<file path="src/rtl/systolic_pkg.sv">
// Shared constants and state type for the 3x4 systolic bank and its sequencer.
package systolic_pkg;

  localparam int unsigned N_COLS = 4;
  localparam int unsigned N_ROWS = 3;
  localparam int unsigned IWIDTH = 16;
  localparam int unsigned OWIDTH = 33;
  localparam int unsigned PE_LAT = 3;
  localparam int unsigned AC_LAT = 1;
  localparam int unsigned BEAT_W = 16;

  // Bus widths for the packed row/feature/column buses (element 1 in LSBs).
  localparam int unsigned W_BUS = N_ROWS * IWIDTH;
  localparam int unsigned F_BUS = (N_ROWS + N_COLS - 1) * IWIDTH;
  localparam int unsigned D_BUS = N_COLS * OWIDTH;

  // Cycles between the last in_en beat and the edge that captures every column.
  localparam int unsigned DRAIN_CYC = PE_LAT + N_COLS - 1 + AC_LAT;

  typedef enum logic [2:0] {
    ST_IDLE,
    ST_CONFIG,
    ST_STREAM,
    ST_DRAIN,
    ST_OUT
  } seq_state_e;

endpackage

</file>
<file path="src/rtl/systolic_bank_sequencer_skew_line.sv">
// One-bit delay line; tap k carries din delayed by LEAD+k cycles.
module skew_line #(
  parameter int unsigned LEAD   = 3,
  parameter int unsigned N_TAPS = 4
) (
  input  logic              clk,
  input  logic              rst,
  input  logic              din,
  output logic [N_TAPS-1:0] taps
);

  localparam int unsigned DEPTH = LEAD + N_TAPS - 1;

  logic [DEPTH-1:0] line_q;
  logic [DEPTH-1:0] line_d;

  // Advance the line by one position; bit k holds din from k+1 cycles ago.
  always_comb begin
    line_d = {line_q[DEPTH-2:0], din};
  end

  // Line storage, cleared by the active-low synchronous reset.
  always_ff @(posedge clk) begin
    if (!rst) begin
      line_q <= '0;
    end else begin
      line_q <= line_d;
    end
  end

  assign taps = line_q[LEAD-1 +: N_TAPS];

endmodule

</file>
<file path="src/rtl/systolic_bank_sequencer.sv">
// Job/beat sequencer for the 3x4 systolic bank: configures the bank, streams
// beats, generates skewed per-column G/F strobes, captures column results.
module systolic_bank_sequencer
  import systolic_pkg::*;
(
  input  logic              clk,
  input  logic              rst,
  input  logic              job_valid,
  output logic              job_ready,
  input  logic [BEAT_W-1:0] job_beats,
  input  logic [N_ROWS-1:0] job_config,
  input  logic              src_valid,
  output logic              src_ready,
  input  logic [W_BUS-1:0]  src_weight,
  input  logic [F_BUS-1:0]  src_feature,
  output logic              bank_in_en,
  output logic              bank_config_load,
  output logic [N_ROWS-1:0] bank_iconfig,
  output logic [W_BUS-1:0]  bank_weight,
  output logic [F_BUS-1:0]  bank_feature,
  output logic [N_COLS-1:0] bank_g,
  output logic [N_COLS-1:0] bank_f,
  input  logic [D_BUS-1:0]  bank_dout,
  output logic              res_valid,
  input  logic              res_ready,
  output logic [D_BUS-1:0]  res_data
);

  seq_state_e        state_q, state_d;
  logic [BEAT_W-1:0] cnt_q, cnt_d;
  logic [N_ROWS-1:0] cfg_q, cfg_d;
  logic              job_ready_q, job_ready_d;
  logic              src_ready_q, src_ready_d;
  logic              config_load_q, config_load_d;
  logic              in_en_q, in_en_d;
  logic              last_q, last_d;
  logic [W_BUS-1:0]  weight_q, weight_d;
  logic [F_BUS-1:0]  feature_q, feature_d;
  logic              res_valid_q, res_valid_d;
  logic [D_BUS-1:0]  res_data_q, res_data_d;

  // Next-state and registered-output logic; cnt_q counts beats in STREAM and
  // is reloaded with the drain wait on the last beat.
  always_comb begin
    state_d       = state_q;
    cnt_d         = cnt_q;
    cfg_d         = cfg_q;
    job_ready_d   = job_ready_q;
    src_ready_d   = src_ready_q;
    config_load_d = 1'b0;
    in_en_d       = 1'b0;
    last_d        = 1'b0;
    weight_d      = weight_q;
    feature_d     = feature_q;
    res_valid_d   = res_valid_q;
    res_data_d    = res_data_q;
    case (state_q)
      ST_IDLE: begin
        job_ready_d = 1'b1;
        if (job_valid && job_ready_q) begin
          cfg_d       = job_config;
          job_ready_d = 1'b0;
          if (job_beats != '0) begin
            cnt_d         = job_beats;
            config_load_d = 1'b1;
            state_d       = ST_CONFIG;
          end else begin
            res_data_d  = '0;
            res_valid_d = 1'b1;
            state_d     = ST_OUT;
          end
        end
      end
      ST_CONFIG: begin
        src_ready_d = 1'b1;
        state_d     = ST_STREAM;
      end
      ST_STREAM: begin
        if (src_valid && src_ready_q) begin
          weight_d  = src_weight;
          feature_d = src_feature;
          in_en_d   = 1'b1;
          if (cnt_q == BEAT_W'(1)) begin
            last_d      = 1'b1;
            src_ready_d = 1'b0;
            cnt_d       = BEAT_W'(DRAIN_CYC);
            state_d     = ST_DRAIN;
          end else begin
            cnt_d = cnt_q - BEAT_W'(1);
          end
        end
      end
      ST_DRAIN: begin
        if (cnt_q == '0) begin
          res_data_d  = bank_dout;
          res_valid_d = 1'b1;
          state_d     = ST_OUT;
        end else begin
          cnt_d = cnt_q - BEAT_W'(1);
        end
      end
      ST_OUT: begin
        if (res_ready) begin
          res_valid_d = 1'b0;
          job_ready_d = 1'b1;
          state_d     = ST_IDLE;
        end
      end
      default: state_d = ST_IDLE;
    endcase
  end

  // FSM and output registers; job_ready comes out of reset high since IDLE accepts jobs.
  always_ff @(posedge clk) begin
    if (!rst) begin
      state_q       <= ST_IDLE;
      cnt_q         <= '0;
      cfg_q         <= '0;
      job_ready_q   <= 1'b1;
      src_ready_q   <= 1'b0;
      config_load_q <= 1'b0;
      in_en_q       <= 1'b0;
      last_q        <= 1'b0;
      weight_q      <= '0;
      feature_q     <= '0;
      res_valid_q   <= 1'b0;
      res_data_q    <= '0;
    end else begin
      state_q       <= state_d;
      cnt_q         <= cnt_d;
      cfg_q         <= cfg_d;
      job_ready_q   <= job_ready_d;
      src_ready_q   <= src_ready_d;
      config_load_q <= config_load_d;
      in_en_q       <= in_en_d;
      last_q        <= last_d;
      weight_q      <= weight_d;
      feature_q     <= feature_d;
      res_valid_q   <= res_valid_d;
      res_data_q    <= res_data_d;
    end
  end

  skew_line #(.LEAD(PE_LAT), .N_TAPS(N_COLS)) u_g_line (
    .clk  (clk),
    .rst  (rst),
    .din  (in_en_q),
    .taps (bank_g)
  );

  skew_line #(.LEAD(PE_LAT), .N_TAPS(N_COLS)) u_f_line (
    .clk  (clk),
    .rst  (rst),
    .din  (last_q),
    .taps (bank_f)
  );

  assign job_ready        = job_ready_q;
  assign src_ready        = src_ready_q;
  assign bank_in_en       = in_en_q;
  assign bank_config_load = config_load_q;
  assign bank_iconfig     = cfg_q;
  assign bank_weight      = weight_q;
  assign bank_feature     = feature_q;
  assign res_valid        = res_valid_q;
  assign res_data         = res_data_q;

endmodule
</file>
<file path="config.mk">
export PLATFORM = sky130hd
export DESIGN_NAME = systolic_bank_sequencer
export DESIGN_NICKNAME = d
export VERILOG_FILES = /design/src/rtl/systolic_pkg.sv /design/src/rtl/systolic_bank_sequencer_skew_line.sv /design/src/rtl/systolic_bank_sequencer.sv
export SDC_FILE = /design/constraint.sdc
export NUM_CORES = 1
export LEC_CHECK = 0
export BUFFER_PORTS_ARGS = -buffer_cell sky130_fd_sc_hd__buf_2
export CAP_MARGIN = 20
export CORE_AREA = 5 5 228 230
export CTS_BUF_LIST = sky130_fd_sc_hd__clkbuf_16
export DETAILED_ROUTE_END_ITERATION = 7
export DIE_AREA = 0 0 233 235
export PLACE_DENSITY = 0.48
export SKIP_CTS_REPAIR_TIMING = 1
export SYNTH_ARGS = -nofsm -noshare
export SYNTH_HDL_FRONTEND = slang
export SYNTH_SLANG_ARGS = --single-unit
</file>
<file path="constraint.sdc">
create_clock -name clk -period 3.4 [get_ports clk]
set_input_delay 0.51 -clock clk [delete_from_list [all_inputs] [get_ports clk]]
set_output_delay 0.51 -clock clk [all_outputs]
set_load 0.02 [all_outputs]
</file>
==> out/qor.yml <==
worst_setup_path:
  cp_common_cell: "buf_4"
  crit_required_ns: 3.78
  path_max_fanout: 18
  crit_arrival_ns: 2.88
  path_cells: "nor4_1 -> nand4_2 -> o21bai_2 -> buf_4 -> or2_0 -> buf_4 -> o32ai_1"
  critPathKind: "flip-flop to flip-flop"
  end_kind: "flip-flop"
  r2r_slack_ns: 0.90
  start_kind: "flip-flop"
  cpMaxStageDelayCell: "nor4_1"
  cpPeakStageDelay_ns: 0.54
sta:
  tightest_slew_ns: 1.00
  finalSetupTns_ns: 0
  timing.fmax_mhz: 400
  slew_headroom_pct: 33.4
  finalSetupViolCount: 0
  hold_violations: 0
  rsz0062_at_grt: "no"
  post-route-period-util_pct: 73.6
  min_period_ns: 2.50
  slew_viol_final: 0
  fin_skew_ns: 0.0244
drt:
  wl_met2_mm: 23.0
  wl_per_cell_um: 16.9
  drt_iter0_drc: 719
  top_layer: "met5"
  drc: 0
  drt-total-wl_mm: 45.3
  num_vias: 11800
  ant_nets: 0
  route.met3.wl_mm: 3.06
  drt-met1-wl_mm: 18.0
  first_pass_iters: 5
  viasPerCell: 4.41
cells_and_area:
  layout-drive-gt1-share_pct: 33.9
  syn_to_final_growth_pct: 38.8
  regArea_um2: 6330
  post-route-util_pct: 34.1
  nFillCells: 5420
  multi_input_area_um2: 5310
  final_nets: 2287
die:
  initial_utilization_pct: 24.6
  io-pin-count: 592
  num_rows: 82
  fp.dieArea_um2: 54800
  die_h_um: 235
  die_w_um: 233
  core_um2: 49700
logic_synthesis:
  ys_top_cells_by_count: "nand2_1, dfxtp_1, a21oi_1"
  ys_seq_area_share_pct: 51.8
  synth_most_common_cell: "nand2_1"
  synth_top_cells_by_area: "dfxtp_1, nand2_1, mux2i_1"
  ys_ff_latch: 316
  synth_xor_area_share_pct: 0.0718
  synth.distinct_cells: 48
  synth_nets: 1751
  synth_edf_count: 0
  synth.avg_cell_area_um2: 8.42
  yosysWarnings: 0
  synth_top_family_by_area: "simple AND/OR/NAND/NOR gates"
  ys.flop_type: "dfxtp_1"
  ys_async_sr_fraction_pct: 0
  muxShareOfSynthArea_pct: 10.8
  yosysTopAreaCellShare_pct: 51.8
  synth_compound_area_share_pct: 10.2
  yosys.area_share.adder_pct: 0.205
  synthCells: 1449
  yosysTopAreaCell: "dfxtp_1"
  synth_simple_gate_area_share_pct: 21.9
  netlist_area_um2: 12200
clock_network:
  cts_htree_levels: 2
  cts_buffers: 39
  clk_pin_slew_ns: 0.06
  cts_num_sinks: 316
  clock_path_buffers: 3
  clockRootBuffer: "clkbuf_16"
  clk_latency_ns: 0.55
  cts_tree: "done"
grt:
  grt_max_degree: 166
  grt_overflow: 0
  grt_pass1_vias: 11300
  grt_use_total_pct: 15.5
  grt_pass1_wl_mm: 67.4
  antenna_found_initial: 6
power:
  power.leakage_uw: 0.00817
  vdd_ir_drop_max_mv: 0.305
  power-per-cell-area_nw_per_um2: 520
  power_uw: 8810
run:
  cap_violations: 0
placed_design:
  gp_congestion: 0.840
  io_buffers: 591
  place_hpwl_mm: 33.2
status:
  status: "finished clean"
hold_path:
  hold_class: "input port to flip-flop"
[through the flow]
step / instances / area (µm²) / hold WS (ns) / worst slack (ns)
floorplan: 1449 / 12200 / 0.412 / 1.36
global placement: 2616 / 15700 / 0.414 / 0.982
detailed placement: 2616 / 15700 / 0.417 / 0.907
CTS: 2681 / 16900 / 0.141 / 0.906
global route: 2685 / 16900 / 0.165 / 0.737
finish: 2685 / 16900 / 0.193 / 0.898
[state kept, by name (all words and copies together) (netlist names)]
signal,cells
res_data,132
state_q,3
u_g_line.line_q,6
src_ready,1
bank_in_en,1
u_f_line.line_q,6
bank_feature,96
bank_weight,48
res_valid,1
bank_iconfig,3
last_q,1
bank_config_load,1
job_ready,1
cnt_q,16
[critical path: cells and delay by family, from the launching register on]
| kind | cells | cell delay (ns) |
|---|---|---|
| AO/OA/AOI/OAI | 2 | 0.29 |
| flip-flops | 1 | 0.37 |
| buffers and inverters | 2 | 0.51 |
| AND/OR/NAND/NOR | 3 | 1.15 |
[layout by cell type (no fill, tap or decap), types with 3 or more instances in the layout]
cell,instances
dfxtp_1,316
nand2_1,577
clkbuf_16,39
mux2i_1,132
a22oi_1,8
nand3_1,7
a211oi_1,13
nor4_1,7
buf_2,590
and3_1,5
and2_1,14
buf_4,16
bufinv_16,3
diode_2,4
o32ai_1,13
a32oi_1,5
nand4_1,3
inv_6,3
o21ai_0,7
nor2_1,19
clkinv_2,4
buf_12,9
clkinv_1,4
a21oi_1,152
inv_1,13
nor3_1,7
[power by group]
part	internal (µW)	switching (µW)	leakage [µW]
Sequential	3780	76.9	0.00255
Combinational	417	620	0.00500
Clock	2300	1620	0.000612
Total	6500	2310	0.00817
[per-layer routing]
layer | track usage, % | vias up
met5 | 0 | -
met4 | 5.19 | 4
met3 | 3.98 | 69
met2 | 27.3 | 357
met1 | 18.2 | 5551
li1 | - | 5851
[kinds of logic (layout without fill, tap and decap cells)]
family | after synthesis | after routing
buffers and inverters | 124 | 684
and+or+nand+nor | 661 | 661
muxes | 132 | 132
other | 0 | 4
AOI/OAI and AO/OA | 213 | 213
DFF | 316 | 316
xor gates and xnor gates | 1 | 1
adders and majority gates | 2 | 2
[cell type report]
type                            instances  area share [%]
Multi-Input combinational cell       1009            31.4
Timing Repair Buffer                  615            19.2
Antenna cell                            4          0.0591
Clock inverter                         26            1.20
Inverter                                4           0.103
Tap cell                              672            4.96
Clock buffer                           39            5.76
Sequential cell                       316            37.3
[worst paths after layout]
kind | from | endpoint | depth (start not counted)
worst min-delay path | src_feature[1] | bank_feature[1]$_SDFFE_PN0P_ | 3
worst min register to register | u_f_line.line_q[1]$_SDFF_PN0_ | u_f_line.line_q[2]$_SDFF_PN0_ | 1
worst max register to register | cnt_q[6]$_SDFFE_PN0P_ | cnt_q[12]$_SDFFE_PN0P_ | 7
worst max-delay path | cnt_q[6]$_SDFFE_PN0P_ | cnt_q[12]$_SDFFE_PN0P_ | 7
Power figures use the tool's default switching activity.
